$ cat src/rtl/vec_dot_accum.sv
// vec_dot_accum: signed dot-product accumulator over NUM_VECTORS packed vectors, one formatted result per sum.
// Optional VEC_DOT_ACCUM_SATURATE_EN clamps the shifted sum to the signed OUT_WIDTH range instead of wrapping.
module vec_dot_accum #(
  parameter int DATA_WIDTH  = 16,
  parameter int FETCH_WIDTH = 4,
  parameter int NUM_VECTORS = 8,
  parameter int ACC_WIDTH   = 40,
  parameter int OUT_WIDTH   = 32,
  parameter int SHIFT       = 0,
  localparam int AW = (NUM_VECTORS > 1) ? $clog2(NUM_VECTORS) : 1
) (
  input  logic                              clk,
  input  logic                              rst_n,
  input  logic [FETCH_WIDTH*DATA_WIDTH-1:0] vec_data,
  input  logic                              vec_empty_n,
  output logic                              vec_deq,
  output logic [AW-1:0]                     weight_addr,
  input  logic [FETCH_WIDTH*DATA_WIDTH-1:0] weight_data,
  output logic [OUT_WIDTH-1:0]              result_data,
  input  logic                              result_full_n,
  output logic                              result_enq
);
  typedef enum logic {ACCUM, EMIT} state_t;
  state_t r_state, w_state_nxt;
  logic [AW-1:0] r_count;
  logic signed [ACC_WIDTH-1:0] r_acc, w_dot, w_shr;
  logic signed [2*DATA_WIDTH-1:0] w_prod [FETCH_WIDTH];
  logic [OUT_WIDTH-1:0] w_fmt;
  logic w_last;
  for (genvar g = 0; g < FETCH_WIDTH; g++) begin : g_mul
    assign w_prod[g] = $signed(vec_data[g*DATA_WIDTH +: DATA_WIDTH]) * $signed(weight_data[g*DATA_WIDTH +: DATA_WIDTH]);
  end
  always_comb begin
    w_dot = '0;
    for (int i = 0; i < FETCH_WIDTH; i++) w_dot = w_dot + ACC_WIDTH'(w_prod[i]);
  end
  assign w_shr = r_acc >>> SHIFT;
`ifdef VEC_DOT_ACCUM_SATURATE_EN
  localparam logic signed [ACC_WIDTH-1:0] L_MAX = ACC_WIDTH'((64'sd1 <<< (OUT_WIDTH-1)) - 64'sd1);
  localparam logic signed [ACC_WIDTH-1:0] L_MIN = ~L_MAX;
  assign w_fmt = (w_shr > L_MAX) ? OUT_WIDTH'(L_MAX) : (w_shr < L_MIN) ? OUT_WIDTH'(L_MIN) : OUT_WIDTH'(w_shr);
`else
  assign w_fmt = OUT_WIDTH'(w_shr);
`endif
  assign vec_deq     = rst_n && vec_empty_n && (r_state == ACCUM);
  assign weight_addr = r_count;
  assign w_last      = (r_count == AW'(NUM_VECTORS-1));
  always_comb begin
    w_state_nxt = r_state;
    if (r_state == ACCUM && vec_deq && w_last) w_state_nxt = EMIT;
    if (r_state == EMIT && result_full_n) w_state_nxt = ACCUM;
  end
  always_ff @(posedge clk) begin
    if (!rst_n) begin
      r_state     <= ACCUM;
      r_count     <= '0;
      r_acc       <= '0;
      result_enq  <= 1'b0;
      result_data <= '0;
    end else begin
      r_state    <= w_state_nxt;
      result_enq <= 1'b0;
      if (vec_deq) begin
        r_acc   <= (r_count == '0) ? w_dot : r_acc + w_dot;
        r_count <= w_last ? '0 : r_count + 1'b1;
      end
      if (r_state == EMIT && result_full_n) begin
        result_data <= w_fmt;
        result_enq  <= 1'b1;
      end
    end
  end
endmodule

$ cat config.mk
export PLATFORM = sky130hd
export DESIGN_NAME = vec_dot_accum
export DESIGN_NICKNAME = d
export VERILOG_FILES = /design/src/rtl/vec_dot_accum.sv
export SDC_FILE = /design/constraint.sdc
export NUM_CORES = 2
export LEC_CHECK = 0
export BUFFER_PORTS_ARGS = -buffer_cell sky130_fd_sc_hd__clkbuf_2
export CAP_MARGIN = 40
export CELL_PAD_IN_SITES_DETAIL_PLACEMENT = 0
export CELL_PAD_IN_SITES_GLOBAL_PLACEMENT = 1
export CORE_UTILIZATION = 29
export CTS_CLUSTER_SIZE = 25
export DETAILED_ROUTE_END_ITERATION = 7
export HOLD_SLACK_MARGIN = 0.06
export PLACE_DENSITY_LB_ADDON = 0.1
export SETUP_SLACK_MARGIN = 0.2
export SLEW_MARGIN = 15
export SYNTH_ARGS = -nofsm -noshare
export SYNTH_HDL_FRONTEND = slang
export SYNTH_SLANG_ARGS = --single-unit
$ cat constraint.sdc
create_clock -name clk -period 16.92 [get_ports clk]
set_input_delay 3.384 -clock clk [delete_from_list [all_inputs] [get_ports clk]]
set_output_delay 3.384 -clock clk [all_outputs]
set_load 0.02 [all_outputs]
==> flow_metrics.tcl <==
set metrics [dict create \
    grt_pass1_vias 32000 \
    finalWeightedCongestion 0.865 \
    critPathRequiredTime_ns 17.13 \
    grt.overflow.total 0 \
    die_h_um 389 \
    relSlewSlack_pct 45.8 \
    synthArstFlopShare_pct 0 \
    die_area_sq_um 152000 \
    crit_path_frequent_cell "fa_1" \
    h-tree-depth 3 \
    synth_common_cells "inv_1 (1338), fa_1 (1222), and2_1 (517)" \
    slowest_delay_ns 0.88 \
    worst_slew_pin_slew_ns 0.811 \
    dp.cells 6626 \
    ys.flop_type "dfxtp_1" \
    ys_seq_area_share_pct 3.17 \
    instances_no_fill 6642 \
    nFillCells 15800 \
    dpl.hpwl_um 124000 \
    start_kind "input port" \
    num_io_pins 169 \
    synth_edf_count 0 \
    drc 0 \
    start_util_pct 29.3 \
    clk_pin_slew_worst_paths_ns 0.06 \
    cp.arrival_ns 13.84 \
    worst_setup_path_end_kind "flip-flop" \
    synth_top_area_cell "fa_1" \
    synth_seq_cells 69 \
    grt_pass1_wl_um 211000 \
    finalClockSkew_ns 0.0110 \
    antenna_found_initial 12 \
    netlist_instances 4597 \
    drv_slew 0 \
    synth_top_cells_by_area "fa_1 (56%), inv_1 (12%), ha_1 (7.9%)" \
    slowest_stage "fa_1" \
    areaGrowthSynthToFinish_pct 7.24 \
    rsz0062_at_grt "false" \
    core_area_sq_um 148000 \
    final.setup.tns_ns 0 \
    maxCapViolations 0 \
    cts_tree "yes" \
    finalInstanceArea_sq_um 46700 \
    final-seq-area_sq_um 1380 \
    yosysWarnings 0 \
    syn_area_sq_um 43500 \
    hold_violations 0 \
    cp_max_fo 16 \
    die_w_um 389 \
    min_period_ns 13.62 \
    path_class "input port to flip-flop" \
    totalWireLength_um 137000 \
    min_path_type "flip-flop to flip-flop" \
    synth.avg_cell_area_sq_um 9.47 \
    synth_top_area_share_pct 56.2 \
    clock-sinks 69 \
    placed_area_sq_um 46400 \
    cts_hold_buf 0 \
    grt_max_degree 60 \
    cts_inserted_buffers 9 \
    status "complete, no violations" \
    synth_nets 6227 \
    grt.total_usage_pct 18.7 \
    max-clock-path-buffers 2 \
    row_count 141 \
    via_per_inst 4.32 \
    postCtsSetupRepairBufs 0 \
    drive_above_1_share_pct 4.55 \
    root_buffer "clkbuf_16" \
    ant_nets 0 \
    wl_per_cell_um 20.6 \
    min_period_over_period_pct 80.5 \
    vias 28700 \
    port_buffers 168 \
    final_nets 6265 \
    cts_resized 0 \
    drt_iter0_markers 1198 \
    clk_latency_ns 0.35 \
    setup_viol_count_final 0 \
    multi_input_area_sq_um 36600 \
    dr.pass1.iters 5 \
    timing.fmax_mhz 73.4 \
    synth_most_common_cell "inv_1" \
    yosys.cell_types.count 56 \
]
==> final timing paths <==
kind	depth (start not counted)	start	end	slack [ns]
setup / recovery	38	weight_data[48]	r_acc[30]	3.30
hold / removal	1	result_data[20]	result_data[20]	0.48
setup reg to reg	13	r_acc[0]	r_acc[30]	13.64
hold reg to reg	1	result_data[20]	result_data[20]	0.48
==> sequential cells by signal (all words and copies together), names as in the netlist <==
| name | flops |
|---|---|
| result_data | 32 |
| r_acc | 32 |
| result_enq | 1 |
| r_state | 1 |
| weight_addr | 3 |
==> layout by cell type (no fill, tap or decap), drive strengths merged, types with 3 or more instances in the layout <==
master / n
o21bai: 10
o21ai: 64
a31oi: 7
buf: 11
a22o: 32
nor3: 12
a21oi: 78
a21o: 19
xor2: 20
nand3: 34
xnor2: 83
clkinv: 3
inv: 1338
a211oi: 7
o211ai: 3
nand2b: 41
ha: 276
and2: 517
nor2b: 26
dfxtp: 69
o21a: 9
o31ai: 6
or3: 5
fa: 1222
clkbuf: 179
mux2i: 6
nor2: 38
nand2: 488
and3: 6
==> critical path: cells and delay by family <==
| kind | cells | cell delay, ns |
|---|---|---|
| compound gates | 14 | 2.21 |
| fa+ha+maj | 12 | 6.19 |
| simple gates | 2 | 0.78 |
| buf+inv | 8 | 0.95 |
| xor+xnor | 2 | 0.33 |
==> through the flow <==
stage	hold WS [ns]	utilization, %	setup slack [ns]
after floorplan	0.454	-	4.12
after global placement	0.462	31.2	2.96
after detailed placement	0.464	31.3	2.86
after CTS	0.481	31.5	3.22
after global routing	0.496	31.5	2.68
final	0.475	31.5	3.30
==> per-layer routing <==
| layer | wire [um] | vias up | track usage [%] |
|---|---|---|---|
| li1 | - | 13100 | - |
| met1 | 72500 | 15200 | 29.5 |
| met2 | 59600 | 345 | 28.6 |
| met3 | 3050 | 60 | 1.31 |
| met4 | 1490 | 4 | 1.86 |
| met5 | 27 | - | 0 |
==> area by class of cell <==
cell class	count	area share (%)
diodes	1	0.00536
clock buffers	11	0.499
clock inverters	4	0.0563
inverters	1338	10.8
multi-input cells	3038	78.3
flip-flops and latches	69	2.96
well taps	2002	5.37
repair buffers	179	2.04
==> kinds of logic after synthesis <==
logic type / Yosys count / share of synthesized area (%)
fa+ha+maj: 1498 / 64.1
buf+inv: 1490 / 12.9
xor+xnor: 103 / 2.09
simple gates: 1176 / 13.8
compound gates: 255 / 3.83
flops: 69 / 3.17
mux: 6 / 0.138
Power is left out: the tool's default activity adds up to more than one toggle a clock period on the data nets, which glitch-free logic cannot reach.
